## src/rtl/lif_mux_array.sv

```systemverilog
// Time-multiplexed leaky integrate-and-fire neuron array: CH channels share one
// two-stage datapath, with per-channel membrane/refractory state held in a RAM.
module lif_mux_array #(
   parameter int CH  = 50,
   parameter int CHW = 6,
   parameter int DW  = 14,
   parameter int KW  = 15,
   parameter int RW  = 4
) (
   input  logic           clk_in,
   input  logic           reset_n,
   input  logic           clear,
   input  logic           in_valid,
   input  logic [CHW-1:0] in_ch,
   input  logic [DW-1:0]  in_data,
   output logic           in_ready,
   input  logic [DW-1:0]  tau,
   input  logic [KW-1:0]  charge_rate,
   input  logic [DW-1:0]  Vrst,
   input  logic [DW-1:0]  Vth,
   input  logic [RW-1:0]  refrac,
   output logic           out_valid,
   output logic [CHW-1:0] out_ch,
   output logic           post_spike,
   output logic [DW-1:0]  vmem_out,
   output logic           frame_done
);

   localparam int             FB      = 14;
   localparam int             MEM_D   = 1 << CHW;
   localparam logic [CHW-1:0] LAST_CH = CHW'(CH - 1);

   // Depth covers the full index range so out-of-range reads stay defined.
   logic [DW-1:0] v_mem [MEM_D];
   logic [RW-1:0] r_mem [MEM_D];

   logic           sweep_active_reg;
   logic [CHW-1:0] sweep_idx_reg;

   logic           s1_valid_reg;
   logic [CHW-1:0] s1_ch_reg;
   logic [DW-1:0]  s1_data_reg;
   logic [DW-1:0]  rd_v_reg;
   logic [RW-1:0]  rd_r_reg;
   logic           byp_reg;
   logic [DW-1:0]  byp_v_reg;
   logic [RW-1:0]  byp_r_reg;

   logic           accept;
   logic           in_range;
   logic [DW-1:0]  v_cur;
   logic [RW-1:0]  r_cur;
   logic [2*DW-1:0]  leak_prod;
   logic [DW+KW-1:0] chg_prod;
   logic [DW+1:0]  leak_sh;
   logic [DW+1:0]  chg_sh;
   logic [DW+1:0]  u_sum;
   logic [DW-1:0]  u_sat;
   logic [DW-1:0]  v_next;
   logic [RW-1:0]  r_next;
   logic           spike_next;

   assign in_ready = ~sweep_active_reg;
   assign accept   = in_valid & in_ready;
   assign in_range = ({1'b0, in_ch} < (CHW + 1)'(CH));

   always_ff @(posedge clk_in or negedge reset_n) begin
      if (!reset_n) begin
         sweep_active_reg <= 1'b1;
         sweep_idx_reg    <= '0;
      end else if (clear) begin
         sweep_active_reg <= 1'b1;
         sweep_idx_reg    <= '0;
      end else if (sweep_active_reg) begin
         if (sweep_idx_reg == LAST_CH)
            sweep_active_reg <= 1'b0;
         else
            sweep_idx_reg <= sweep_idx_reg + CHW'(1);
      end
   end

   // Sweep writes take priority over a write-back left in flight by clear.
   always_ff @(posedge clk_in) begin
      if (sweep_active_reg) begin
         v_mem[sweep_idx_reg] <= Vrst;
         r_mem[sweep_idx_reg] <= '0;
      end else if (s1_valid_reg) begin
         v_mem[s1_ch_reg] <= v_next;
         r_mem[s1_ch_reg] <= r_next;
      end
      rd_v_reg <= v_mem[in_ch];
      rd_r_reg <= r_mem[in_ch];
   end

   // The RAM read returns pre-write data, so a same-channel follower takes the
   // write-back value captured alongside it.
   always_ff @(posedge clk_in or negedge reset_n) begin
      if (!reset_n) begin
         s1_valid_reg <= 1'b0;
         s1_ch_reg    <= '0;
         s1_data_reg  <= '0;
         byp_reg      <= 1'b0;
         byp_v_reg    <= '0;
         byp_r_reg    <= '0;
      end else begin
         s1_valid_reg <= accept & in_range;
         if (accept) begin
            s1_ch_reg   <= in_ch;
            s1_data_reg <= in_data;
            byp_reg     <= s1_valid_reg && (in_ch == s1_ch_reg);
            byp_v_reg   <= v_next;
            byp_r_reg   <= r_next;
         end
      end
   end

   assign v_cur = byp_reg ? byp_v_reg : rd_v_reg;
   assign r_cur = byp_reg ? byp_r_reg : rd_r_reg;

   always_comb begin
      leak_prod  = {{DW{1'b0}}, v_cur} * {{DW{1'b0}}, tau};
      chg_prod   = {{KW{1'b0}}, s1_data_reg} * {{DW{1'b0}}, charge_rate};
      leak_sh    = (DW + 2)'(leak_prod >> FB);
      chg_sh     = (DW + 2)'(chg_prod >> FB);
      // leak never exceeds V since tau < 1.0, so the difference stays non-negative.
      u_sum      = {2'b00, v_cur} - leak_sh + chg_sh;
      u_sat      = (u_sum > {2'b00, {DW{1'b1}}}) ? '1 : u_sum[DW-1:0];
      v_next     = u_sat;
      r_next     = '0;
      spike_next = 1'b0;
      if (r_cur != '0) begin
         v_next = Vrst;
         r_next = r_cur - RW'(1);
      end else if (u_sat >= Vth) begin
         v_next     = Vrst;
         r_next     = refrac;
         spike_next = 1'b1;
      end
   end

   always_ff @(posedge clk_in or negedge reset_n) begin
      if (!reset_n) begin
         out_valid  <= 1'b0;
         out_ch     <= '0;
         post_spike <= 1'b0;
         vmem_out   <= '0;
         frame_done <= 1'b0;
      end else begin
         out_valid  <= s1_valid_reg;
         frame_done <= s1_valid_reg && (s1_ch_reg == LAST_CH);
         if (s1_valid_reg) begin
            out_ch     <= s1_ch_reg;
            post_spike <= spike_next;
            vmem_out   <= v_next;
         end
      end
   end

endmodule

```

## config.mk

```make
export PLATFORM = sky130hd
export DESIGN_NAME = lif_mux_array
export DESIGN_NICKNAME = d
export VERILOG_FILES = /design/src/rtl/lif_mux_array.sv
export SDC_FILE = /design/constraint.sdc
export NUM_CORES = 2
export LEC_CHECK = 0
export BUFFER_PORTS_ARGS = -buffer_cell sky130_fd_sc_hd__buf_2
export CAP_MARGIN = 20
export CORE_ASPECT_RATIO = 0.75
export CORE_UTILIZATION = 51
export CTS_CLUSTER_SIZE = 10
export DETAILED_ROUTE_END_ITERATION = 8
export HOLD_SLACK_MARGIN = 0.02
export PLACE_DENSITY = 0.67
export SLEW_MARGIN = 0
export SYNTH_ARGS = -nofsm -noshare
export SYNTH_HDL_FRONTEND = slang
export SYNTH_SLANG_ARGS = --single-unit
```

## constraint.sdc

```tcl
create_clock -name clk_in -period 15.7 [get_ports clk_in]
set_input_delay 0.785 -clock clk_in [delete_from_list [all_inputs] [get_ports clk_in]]
set_output_delay 0.785 -clock clk_in [all_outputs]
set_load 0.005 [all_outputs]
```

### Word level (Yosys, flattened, before mapping)

Memory sizes are Yosys's and may differ from the RTL's. A register that Yosys moved wholly into a read port is not among the register bits.
Index checks and enable logic that the tools add are counted.

| cells by class | value |
|---|---|
| add/sub/neg operators | 4 |
| multiplexer cells | 26 |
| order comparisons | 3 |
| $mul | 2 |
| equal/unequal tests | 4 |
| bitwise gates (word level) | 3 |
| reductions and logical operators | 7 |

Operators by type and width:

| operator | number |
|---|---|
| two-way mux 14 bit | 5 |
| two-way mux 6 bit | 5 |
| multiplier 14 x 15 -> 29 bit | 1 |
| multiplier 14 x 14 -> 28 bit | 1 |
| adder 16 x 15 -> 16 bit | 1 |
| greater-than comparator 16 x 14 -> 1 bit, second input constant | 1 |
| two-way mux 4 bit | 4 |
| subtractor 14 x 14 -> 15 bit | 1 |
| >= comparator 14 bit | 1 |
| OR reduction 14 bit | 1 |
| equality test 6 bit, second input constant | 2 |
| two-way mux 1 bit | 12 |
| adder 6 x 1 -> 6 bit, second input constant | 1 |
| equality test 6 bit | 1 |
| less-than comparator 6 bit, second input constant | 1 |
| nonzero test 4 bit | 1 |
| OR reduction 4 bit | 1 |
| subtractor 4 x 1 -> 4 bit, second input constant | 1 |
| bitwise AND 1 bit | 2 |
| logical AND 1 bit | 2 |
| != test 2 bit, second input constant | 1 |
| AND reduction 2 bit | 1 |
| nonzero test 2 bit | 1 |
| inverter 1 bit | 1 |

| word-level totals | value |
|---|---|
| input port bits | 85 |
| memories | 2 |
| bits in writable memories | 1152 |
| bits in registers | 70 |

Memories:

| memory | words | width | read ports | clocked after memory_dff | wr ports | line | source |
|---|---|---|---|---|---|---|---|
| v_mem | 64 | 14 | 1 | 1 | 1 | 34 | `logic [DW-1:0] v_mem [MEM_D];` |
| r_mem | 64 | 4 | 1 | 1 | 1 | 35 | `logic [RW-1:0] r_mem [MEM_D];` |

### Depth between registers and ports, before layout

| depth | value |
|---|---|
| depth after elaboration | 10 |
| depth in mapped cells | 55 |
| gate-level depth less buffers | 49 |

### Worst setup path before layout

No wires, ideal clock.

| timing | value |
|---|---|
| path kind | register -> register |
| start point | register byp_reg |
| end point | memory v_mem[0][11] (data pin) |
| arrival | 13.127 ns |
| path slack | 1.985 ns |
| stages on the path, launching flop included | 55 |
| buffers on the path | 6 |
| data required time | 15.112 ns |
| library setup time | 0.588 ns |
| path through | dfrtp_1 > buf_4 > buf_1 > mux2_2 > clkbuf_1 > and2_1 > fa_1 > inv_1 > fa_1 > inv_1 > fa_1 > inv_1 > fa_1 > inv_1 > fa_1 > inv_1 > fa_1 > inv_1 > [19 not listed] > a21oi_2 > o21a_1 > nor3_1 > mux2_4 > o32ai_4 > buf_6 > buf_2 > nand2_1 > ha_1 > a21o_1 > a21o_1 > a21oi_1 > o21ai_0 > a21o_1 > nor3_2 > clkbuf_1 > nor2_1 > a31oi_1 |

| between the ends | value |
|---|---|
| longest elaborated chain between the ends | 10 |
| elaborated cells on any way between the ends | 12 |
| classes of those cells | add/sub (2); mul (1); order compare (2); mux (6); reduce/logical (1) |

Ends and longest elaborated chain:

| what | line | source |
|---|---|---|
| start: declaration | 45 | `logic byp_reg;` |
| start signal: assignment | 110 | `byp_reg <= s1_valid_reg && (in_ch == s1_ch_reg);` |
| two-way mux 14 bit | 117 | `assign v_cur = byp_reg ? byp_v_reg : rd_v_reg;` |
| multiplier 14 x 14 -> 28 bit | 121 | `leak_prod = {{DW{1'b0}}, v_cur} * {{DW{1'b0}}, tau};` |
| subtractor 14 x 14 -> 15 bit | 126 | `u_sum = {2'b00, v_cur} - leak_sh + chg_sh;` |
| adder 16 x 15 -> 16 bit | 126 |  |
| greater-than comparator 16 x 14 -> 1 bit | 127 | `u_sat = (u_sum > {2'b00, {DW{1'b1}}}) ? '1 : u_sum[DW-1:0];` |
| two-way mux 14 bit | 127 |  |
| >= comparator 14 bit | 134 | `end else if (u_sat >= Vth) begin` |
| two-way mux 14 bit | 134 |  |
| two-way mux 14 bit * | 131 | `if (r_cur != '0) begin` |
| two-way mux 14 bit (no line) * | - |  |
| end: declaration | 34 |  |

Every way passes the cells marked *; elsewhere a longest branch is shown, timed or not.

### Worst setup path in the final report

| timing | value |
|---|---|
| start point | register byp_reg |
| end point | memory v_mem[50][6] (data pin) |

The elaborated chain is that of the path after synthesis.

==> summary by stage <==
Floorplan
The starting utilization of the core area is 0.5164. The floorplan step defined a die boundary enclosing 123300 µm². The number of rows in the core area is 110.

After floorplanning, the core was sized to cover 120400 µm². The top-level I/O count is 109. The height of the die is 304.4 µm.

The horizontal die dimension is 405.2 µm.

Detailed routing
The number of search-and-repair iterations in the first detailed-routing pass is 6. The detail-routed net length per standard cell is 27.19 µm. In this run the remaining antenna-violating nets after routing total 0.

The final routed wirelength across all metal layers is 153500 µm. The detailed-route via count is 34090. After detailed routing, the number of vias per cell comes to 6.038. In the routed design, unresolved DRC markers number 0. For this block, the initial DRC count from the detailed router was 3835.

Synthesis
The portion of synthesized cell area occupied by the leading cell type is 0.5563. The total of flip-flops plus latches after synthesis is 1240. In the synthesized netlist the async set-or-reset flop fraction comes to 0.05645. Counting flops with a built-in enable in the synthesized netlist gives 1152. The synthesized area per cell is 16.16 µm². The sequential area share after synthesis is 0.5903. After synthesis, the netlist uses 66 different library cells. The largest total area in the synthesized netlist belongs to edfxtp_1.

The flip-flop cell with the highest count after synthesis is edfxtp_1. The netlist area before placement is 62190 µm². Yosys printed 0 warnings. Ranked by total cell area, the synthesized netlist is headed by edfxtp_1 (56%), mux4_2 (13%), fa_1 (9.5%). The synthesized net count is 4456.

The cell count after synthesis is 3849.

Critical path
In this run the worst path has a maximum fanout of 33. The largest single stage delay on the critical path is 0.93 ns. The master of the slowest instance on the critical path is dfrtp_1. The critical path buffer and inverter count is 7.

By instance count, the cell type seen most on the critical path is fa_1. Counting cells, the worst reg-to-reg path comes to 46. The endpoint of the worst register-to-register path is v_mem[50][6]. The critical path ends at v_mem[50][6].

The category of cells accounting for the largest share of critical-path delay is compound AO/OA/AOI/OAI gates. The critical path in this run is classified as reg -> reg. Tracing the worst setup path back leads to its startpoint at byp_reg. The startpoint of the lowest-slack register-to-register path is byp_reg. The data arrival at the endpoint of the critical path is 14.64 ns. The worst setup path is captured at a flip-flop. At the worst endpoint, the required time is 16.19 ns.

STA classifies the critical path startpoint as a flip-flop. The worst register-to-register path has a setup slack of 1.55 ns. The logic depth of the worst path, buffers included is 46.

Cells and area
The area growth from synthesis to layout is 11.31%. The share of layout cells above drive strength 1 is 0.2041. In the layout the commonest cells are edfxtp_1 (1152), nand2_1 (398), inv_1 (364). Ranked by flip-flop count, first place goes to v_mem. The core utilization of the finished layout is 0.5748. The leading cell type in the layout, fill and taps excluded is edfxtp_1.

The largest registers in the layout are v_mem (896), r_mem (256). The net count of the finished layout is 4587. The register with the most flip-flops in the layout has 896 of them. The non-filler instance count after layout is 5647.

Clocking
The clock passes through at most 3 buffers. The clock transition at the registers of the reported paths is 0.06 ns. The tree is rooted in a clkbuf_16. After clock tree synthesis, the repair step resized 0 gates. For the worst-skew pair, the clock arrives at the later sink with an insertion delay of 0.74 ns. The TritonCTS buffer count is 143. The H-tree level count is 4. The clock net in this run drives a total of 1240 sinks.

Buffers added to address setup during post-CTS repair amount to 0. The number of hold buffers added after CTS was 0. TritonCTS built the clock tree.

Timing
The final count of hold timing violations is 0. The measured slew at the worst slew-check pin is 1.042 ns. The number of max-slew violations in the final report is 0. In the final timing run, aggregate negative setup slack is 0 ns. For this run, the top clock speed supported by timing is 0.07068 GHz. The relative slew slack is 0.3051. Setup violations remaining at the end of the flow were counted as 0.

On the final layout, the worst clock skew is 0.02148 ns. Subtracting the final worst setup slack from the clock period gives 14.15 ns. Setup repair after global routing left no endpoint under its margin. Dividing the final minimum period by the clock period gives 0.9011.

Placed design
The placed instance count is 5457. The HPWL reported at the end of detailed placement is 94230 µm. The number of I/O port buffers is 108.

Routability-driven placement finished with a final weighted congestion of 0.8960.

GRT
The leftover overflow at the end of global routing is 0. The first global-routing pass estimated 228800 µm of wire. The number of global-route vias before repair came to 34240. Across every metal layer, demand over resource in global routing totals 0.2551.

Entering global routing, the biggest net connects 144 pins. The number of antenna violations at the first check in global routing was 15.

Status
The flow ran to the end, and the final reports show no timing, DRC or antenna violations.

Min path
The type of the most critical hold path is in -> async.

Flow run
Across the run, the number of max-cap violations was 0.
-- cell families after synthesis --
family / count (synthesis) / synth area share
adders and majority gates: 522 / 0.1405
muxes: 423 / 0.1413
xor gates and xnor gates: 62 / 0.008732
DFF: 1240 / 0.5903
buffers and inverters: 538 / 0.03292
and+or+nand+nor: 804 / 0.05970
AOI/OAI and AO/OA: 260 / 0.02652
-- stage by stage --
stage	setup slack, ns	hold slack (ns)	instance area (µm²)
after CTS	1.612	0.2031	69170
after global placement	1.867	0.4623	65190
after floorplan	1.985	0.4444	62190
after global routing	0.6831	0.2257	69210
after detailed placement	1.670	0.4724	65190
final	1.552	0.1666	69220
-- worst min path at each step --
stage,startpoint,endpoint,slack [ns]
4_1_cts,reset_n,s1_data_reg[13],0.20
5_1_grt,in_data[5],s1_data_reg[5],0.23
2_1_floorplan,byp_v_reg[0],byp_v_reg[0],0.44
6_report,reset_n,s1_data_reg[13],0.17
3_5_place_dp,byp_v_reg[2],byp_v_reg[2],0.47
3_3_place_gp,byp_r_reg[2],byp_r_reg[2],0.46
-- synthesized netlist by cell type (4+ instances only) --
cell type / n
and3_1: 16
nand2_1: 398
ha_1: 228
inv_1: 364
xor2_1: 26
mux2i_1: 25
clkbuf_1: 130
fa_1: 294
a211oi_1: 6
buf_2: 13
dfxtp_1: 18
xnor2_1: 36
mux2_2: 37
o21bai_1: 6
and2_1: 171
o22ai_1: 14
or3_1: 10
o21ai_0: 83
a21boi_0: 4
nor3_1: 18
or2_2: 5
a31oi_1: 27
a21oi_1: 46
edfxtp_1: 1152
nor2_1: 120
buf_1: 29
dfrtp_1: 69
o211ai_1: 9
nor2b_1: 15
nand4_1: 12
nand2b_1: 11
o21ai_1: 4
o21a_1: 11
a21o_1: 22
mux4_2: 360
nand3_1: 18
-- area by class of cell --
cell class / instances / area, µm²
Timing Repair Buffer: 160 / 1040
Antenna cell: 5 / 12.51
Multi-Input combinational cell: 2071 / 24080
Clock buffer: 167 / 3711
Sequential cell: 1240 / 36710
Fill cell: 9087 / 51210
Tap cell: 1624 / 2032
Clock inverter: 16 / 269.0
Inverter: 364 / 1366
-- metal layers --
metal	up-vias	GRT usage	routed length [µm]
met3	236	0.05797	14920
met2	1609	0.3725	68430
li1	14420	-	-
met4	12	0.06290	3324
met1	17820	0.3896	66780
met5	-	0	70
Power is not shown: default switching activity piles up to over one toggle a cycle in this logic, so the estimate is an artifact.
